`src/rtl/fetch_unit.sv`:
```
// Instruction-fetch stage: owns the PC, drives the instruction-ROM request port
// and produces the registered IF/ID payload (if_pc, if_inst, if_valid).
//  state | meaning
//  IDLE  | out of reset, no request outstanding
//  REQ   | rom_req high at pc_q, waiting for rom_ack
//  HOLD  | word acked under stall, parked in buf_inst until release
module fetch_unit #(
  parameter logic [31:0] RESET_PC = 32'hbfc00000
) (
  input  logic        clk,
  input  logic        rst,
  input  logic        stall_pc,
  input  logic        flush,
  input  logic [31:0] exc_pc,
  input  logic        branch_flag,
  input  logic [31:0] branch_addr,
  output logic        rom_req,
  output logic [31:0] rom_addr,
  input  logic        rom_ack,
  input  logic [31:0] rom_rdata,
  output logic        fetch_busy,
  output logic [31:0] if_pc,
  output logic [31:0] if_inst,
  output logic        if_valid
);

  typedef enum logic [1:0] {
    IDLE = 2'd0,
    REQ  = 2'd1,
    HOLD = 2'd2
  } state_t;

  state_t      state_q, state_d;
  logic [31:0] pc_q;
  logic [31:0] buf_inst;
  logic [31:0] flush_pc;
  logic        flush_pend;
  logic [31:0] next_pc;
  logic [31:0] redirect_pc;

  // Branches only choose the successor PC; the in-flight fetch is the delay slot.
  assign next_pc     = branch_flag ? branch_addr : pc_q + 32'd4;
  assign redirect_pc = flush ? exc_pc : flush_pc;

  always_ff @(posedge clk or negedge rst) begin
    if (!rst) state_q <= IDLE;
    else      state_q <= state_d;
  end

  always_comb begin
    state_d = state_q;
    case (state_q)
      IDLE:    if (flush || !stall_pc) state_d = REQ;
      REQ:     if (rom_ack && !flush && !flush_pend && stall_pc) state_d = HOLD;
      HOLD:    if (flush || !stall_pc) state_d = REQ;
      default: state_d = IDLE;
    endcase
  end

  always_comb begin
    rom_req    = (state_q == REQ);
    rom_addr   = pc_q;
    fetch_busy = rom_req & ~rom_ack;
  end

  always_ff @(posedge clk or negedge rst) begin
    if (!rst) begin
      pc_q       <= RESET_PC;
      buf_inst   <= 32'd0;
      flush_pend <= 1'b0;
      flush_pc   <= 32'd0;
      if_pc      <= 32'd0;
      if_inst    <= 32'd0;
      if_valid   <= 1'b0;
    end else begin
      case (state_q)
        IDLE: begin
          if (flush) pc_q <= exc_pc;
        end
        REQ: begin
          if (!rom_ack) begin
            // Address must stay stable until ack, so remember the redirect.
            if (flush) begin
              flush_pend <= 1'b1;
              flush_pc   <= exc_pc;
              if_valid   <= 1'b0;
            end
          end else if (flush || flush_pend) begin
            pc_q       <= redirect_pc;
            if_valid   <= 1'b0;
            flush_pend <= 1'b0;
          end else if (stall_pc) begin
            buf_inst <= rom_rdata;
          end else begin
            if_inst  <= rom_rdata;
            if_pc    <= pc_q;
            if_valid <= 1'b1;
            pc_q     <= next_pc;
          end
        end
        HOLD: begin
          if (flush) begin
            if_valid <= 1'b0;
            pc_q     <= exc_pc;
          end else if (!stall_pc) begin
            if_inst  <= buf_inst;
            if_pc    <= pc_q;
            if_valid <= 1'b1;
            pc_q     <= next_pc;
          end
        end
        default: ;
      endcase
    end
  end

endmodule
```
`config.mk`:
```
export PLATFORM = sky130hd
export DESIGN_NAME = fetch_unit
export DESIGN_NICKNAME = d
export VERILOG_FILES = /design/src/rtl/fetch_unit.sv
export SDC_FILE = /design/constraint.sdc
export NUM_CORES = 1
export LEC_CHECK = 0
export ABC_AREA = 1
export ABC_CLOCK_PERIOD_IN_PS = 2300
export CAP_MARGIN = 0
export CORE_UTILIZATION = 45
export DETAILED_ROUTE_END_ITERATION = 6
export GPL_ROUTABILITY_DRIVEN = 0
export PLACE_DENSITY = 0.78
export SYNTH_ARGS = -nofsm -noshare
export SYNTH_HDL_FRONTEND = slang
export SYNTH_SLANG_ARGS = --single-unit
export TNS_END_PERCENT = 5
```
`constraint.sdc`:
```
create_clock -name clk -period 2.3 [get_ports clk]
set_input_delay 0.575 -clock clk [delete_from_list [all_inputs] [get_ports clk]]
set_output_delay 0.575 -clock clk [all_outputs]
set_load 0.05 [all_outputs]
```
==> flow_results.org, run 1 <==
** Yosys
- Area of the mapped netlist :: 0.009767 mm^2
- Asr flop ratio synth :: 1.000
- The number of nets in the synthesized netlist is 1,530.
- In the synthesized netlist the dominant register cell turns out to be sky130_fd_sc_hd__dfrtp_1.
- After synthesis, the netlist uses 39 different library cells.
- Averaged over all synthesized cells, the footprint is just under 7 um^2.
- For this run, the number of Yosys warnings is 0.
- Synthesis produced a netlist whose cell count is 1,423.
- Number of flops mapped to enable cells by yosys :: 0
- Proportion of synthesized chip area in sequential cells :: 0.4213
- Post-synthesis register bit count :: about 160

** Pwr
- Power comes to 0.02041 W.
- The analysis attributes to cell leakage a power of 6.121 nW.
- For this design the ratio of total power to cell area is around 1600 mW/mm^2.
- The worst-case IR drop observed on VDD is about 1.2 mV.

** CTS
- In this run the number of H-tree levels came out at 4.
- Number of buffers created by CTS :: 17
- The root buffer cell chosen for the clock tree is sky130_fd_sc_hd__clkbuf_16.
- The clock passes through at most 2 buffers.
- Counting every sink on the clock net gives 164.
- For this design, the CTS-stage hold fixing added 0 buffers.
- TritonCTS clock tree :: yes
- Clock insertion delay at the later pin of the skew report :: around 0.44 ns
- Clock transition at path regs :: 0.08 ns

** Setup path
- The critical path is of the flip-flop to output pin type.
- STA classifies the critical path startpoint as a flip-flop.
- Worst-path maximum fanout :: 2
- Endpoint class of the critical path :: output pin
- Counting both buffers and inverters, the worst setup path holds a total of 1.
- Highest cell delay on the worst timing path :: 0.84 ns
- Worst endpoint data arrival time :: 1.67 ns
- Endpoint required time on the critical path :: 1.73 ns
- The slowest stage of the critical path belongs to the cell sky130_fd_sc_hd__clkdlybuf4s50_1.
- Gate family responsible for the most delay along the worst path :: buffers and inverters
- Walking the worst path, the cells encountered are clkdlybuf4s50_1.

** Timing
- Tightest hold margin :: 0.09382 ns
- Relative max-transition margin :: 0.6240
- Counting I/O delays and the setup requirement, the final critical path takes 2.247 ns.
- Final Hold Violating Endpoints :: 0
- Setup repair after global routing missed its margin :: false
- Clock skew on the completed layout was measured at 0.01434 ns.
- Max Freq :: around 440 MHz
- Max-slew violation count :: 0
- Count of endpoints failing setup in the final report :: 0
- Transition time at the pin with the least slew margin :: 0.5622 ns
- Final worst-path cycle share :: 0.9772

** Global route
- Entering global routing, the biggest net connects 65 pins.
- The via count of the first global-routing pass came to about 9.4k.
- Global-route wire length before repair :: 46,580 um
- The number of antenna violations at the first check in global routing was 0.
- GR Overflow Total :: 0
- Overall routing resource usage :: 0.2657

** Placement
- Placed insts :: approximately 1.9k
- Detailed placement ended at an HPWL of 20,260 um.
- The count of buffers added on input and output ports is 200.

** Die
- For this configuration, the core starts out at a cell density of 0.4617.
- The die is about 150 um wide.
- Die Ht :: 149.3 um
- Ports :: 201
- The die covers 0.02230 mm^2.
- The floorplan has 53 rows.
- The core region is 0.02115 mm^2.

** Hold path
- The tightest min-delay check is of the input port to asynchronous set/reset pin type.

** Final layout
- Excluding fillers, the count of instances in the completed layout stands at 1,906.
- The layout has 1,884 filler cells.
- Number of nets in the finished design :: 1,725
- Number of antenna repair diodes :: 0
- Multi-input combinational cell area :: around 0.0048 mm^2
- Area delta synth->final :: 33.12%
- Summing all flip-flop and latch instances after layout gives 0.004115 mm^2.
- Of the cells placed in the final design, the portion with a size suffix greater than 1 is 0.09442.
- Share of the core filled with cells :: 0.6146

** Drt
- For this block, the via count after detailed routing is 10.08k.
- DRC violations left :: 0
- The first routing iteration left 903 violations.
- WL/cell :: 15.10 um
- Wires add up to between 20,000 and 30,000 um.
- Count of TritonRoute iterations in the first routing pass :: 5
- Number of routed nets with antenna violations :: 0
- Via-per-instance ratio :: 5.287

** Run
- Max-cap violations in this run came to 0.

** Status
- Result of the run :: complete, no violations
cell type report:
type	count	area share
sequential	164	0.3165
multi-input combinational	1044	0.3707
clock buffer	19	0.03407
clock inverter	13	0.01328
inverter	133	0.03840
timing repair buffer	258	0.2006
tap	275	0.02647
registers in the layout (all words and copies together) (netlist names):
| name | flops |
|---|---|
| buf_inst | 32 |
| rom_addr | 32 |
| flush_pc | 32 |
| state_q | 2 |
| if_valid | 1 |
| flush_pend | 1 |
| if_inst | 32 |
| if_pc | 32 |
final timing paths:
path / from / to / slack, ns / cells after the start
worst min register to register: buf_inst[13]$_DFFE_PN0P_ / buf_inst[13]$_DFFE_PN0P_ / 0.48 / 2
max in group asynchronous: rst / flush_pc[30]$_DFFE_PN0P_ / 1.52 / 2
min in group clk: buf_inst[13]$_DFFE_PN0P_ / buf_inst[13]$_DFFE_PN0P_ / 0.48 / 2
worst min-delay path: rst / if_pc[2]$_DFFE_PN0P_ / 0.09 / 1
worst max-delay path: rom_addr[0]$_DFFE_PN0P_ / rom_addr[0] / 0.05 / 1
worst max register to register: state_q[0]$_DFFE_PN0P_ / if_inst[22]$_DFFE_PN0P_ / 0.20 / 9
per-layer routing:
layer / up-vias / part of all wire / wire length, um / GRT usage
met5: - / 0 / 0 / 0
met4: 0 / 0.022 / 623 / 0.08980
met3: 62 / 0.086 / 2474 / 0.05505
met2: 456 / 0.45 / 12890 / 0.4186
met1: 4616 / 0.44 / 12810 / 0.3626
li1: 4943 / - / - / -
per-stage QoR:
stage | instance area [um^2] | TNS (ns) | worst slack (ns)
3_5_place_dp | 12390 | -0.2043 | -0.05644
3_3_place_gp | 12390 | -0.02223 | -0.02223
6_report | 13000 | 0 | 0.05251
2_1_floorplan | 9783 | 0 | 0.06160
4_1_cts | 12990 | 0 | 0.005047
5_1_grt | 13000 | 0 | 0.002256
kinds of logic (layout without fill, tap and decap cells):
logic type / Yosys count / in the layout / synth area share
AND/OR/NAND/NOR: 733 / 733 / 0.3078
AO/OA/AOI/OAI: 305 / 305 / 0.1750
buffers and inverters: 215 / 423 / 0.08826
flip-flops: 164 / 164 / 0.4213
adder cells (fa/ha/maj): 5 / 5 / 0.006405
multiplexers: 1 / 1 / 0.001153
what timing repair did:
action / CTS / global route
setup buffers: 1 / 0
cloned: 0 / 0
endpoints found under the setup margin: 14 / 3
resized for setup: 13 / 3
power breakdown:
group / total (W) / leakage (nW) / switching (W) / internal [W]
clock network: 0.00301 / 0.287 / 0.00126 / 0.00175
registers: 0.00545 / 1.98 / 0.00106 / 0.00439
logic: 0.0120 / 3.85 / 0.00784 / 0.00411
layout by cell type, fill, tap and decap left out, drive strengths merged:
cell type and count:
nand3 80, nand4 3, clkinvlp 4, nand3b 2, o211ai 17, dfstp 9
clkdlybuf4s50 169, a21oi 60, clkinv 3, inv 136, dlygate4sd2 13, o2111ai 3
nand2 480, nor2 158, o32ai 1, o21ai 182, or2 3, o221ai 1
dfrtp 155, a22oi 2, nor3 6, a211o 1, a31oi 3, o31ai 2
dlymetal6s2s 3, clkbuf 19, a21o 1, mux2 1, ha 5, o21a 32
and2 1, buf 73, bufinv 3
synth_stat cells (2+ instances only):
cell,n,share of area
sky130_fd_sc_hd__inv_2,6,0.0023
sky130_fd_sc_hd__nand2_4,2,0.0023
sky130_fd_sc_hd__a31oi_1,3,0.0019
sky130_fd_sc_hd__nand4_1,3,0.0019
sky130_fd_sc_hd__nand3b_1,2,0.0015
sky130_fd_sc_hd__o21ai_0,172,0.088
sky130_fd_sc_hd__a22oi_1,2,0.0015
sky130_fd_sc_hd__nor2_2,7,0.0045
sky130_fd_sc_hd__nand2_1,473,0.18
sky130_fd_sc_hd__clkbuf_1,47,0.018
sky130_fd_sc_hd__dfstp_2,9,0.024
sky130_fd_sc_hd__a21oi_1,60,0.031
sky130_fd_sc_hd__or2_2,3,0.0019
sky130_fd_sc_hd__ha_1,5,0.0064
sky130_fd_sc_hd__o2111ai_1,3,0.0027
sky130_fd_sc_hd__o21ai_1,8,0.0041
sky130_fd_sc_hd__nor2_4,8,0.0092
sky130_fd_sc_hd__nor2_1,143,0.055
sky130_fd_sc_hd__o21a_1,32,0.025
sky130_fd_sc_hd__dfrtp_1,155,0.40
sky130_fd_sc_hd__nor3_1,5,0.0026
sky130_fd_sc_hd__o21ai_2,2,0.0018
sky130_fd_sc_hd__nand3_1,79,0.040
sky130_fd_sc_hd__nand2_2,5,0.0032
sky130_fd_sc_hd__inv_1,127,0.049
sky130_fd_sc_hd__buf_4,9,0.0069
sky130_fd_sc_hd__o211ai_1,17,0.013
sky130_fd_sc_hd__buf_2,17,0.0087
sky130_fd_sc_hd__buf_1,9,0.0035
Power figures use the tool's default switching activity.
==> inputs of run 2 (changes only) <==
CORE_MARGIN = 1   (was default)
==> results of run 2 <==
Final layout, timing and power as in run 1 (identical DEF).
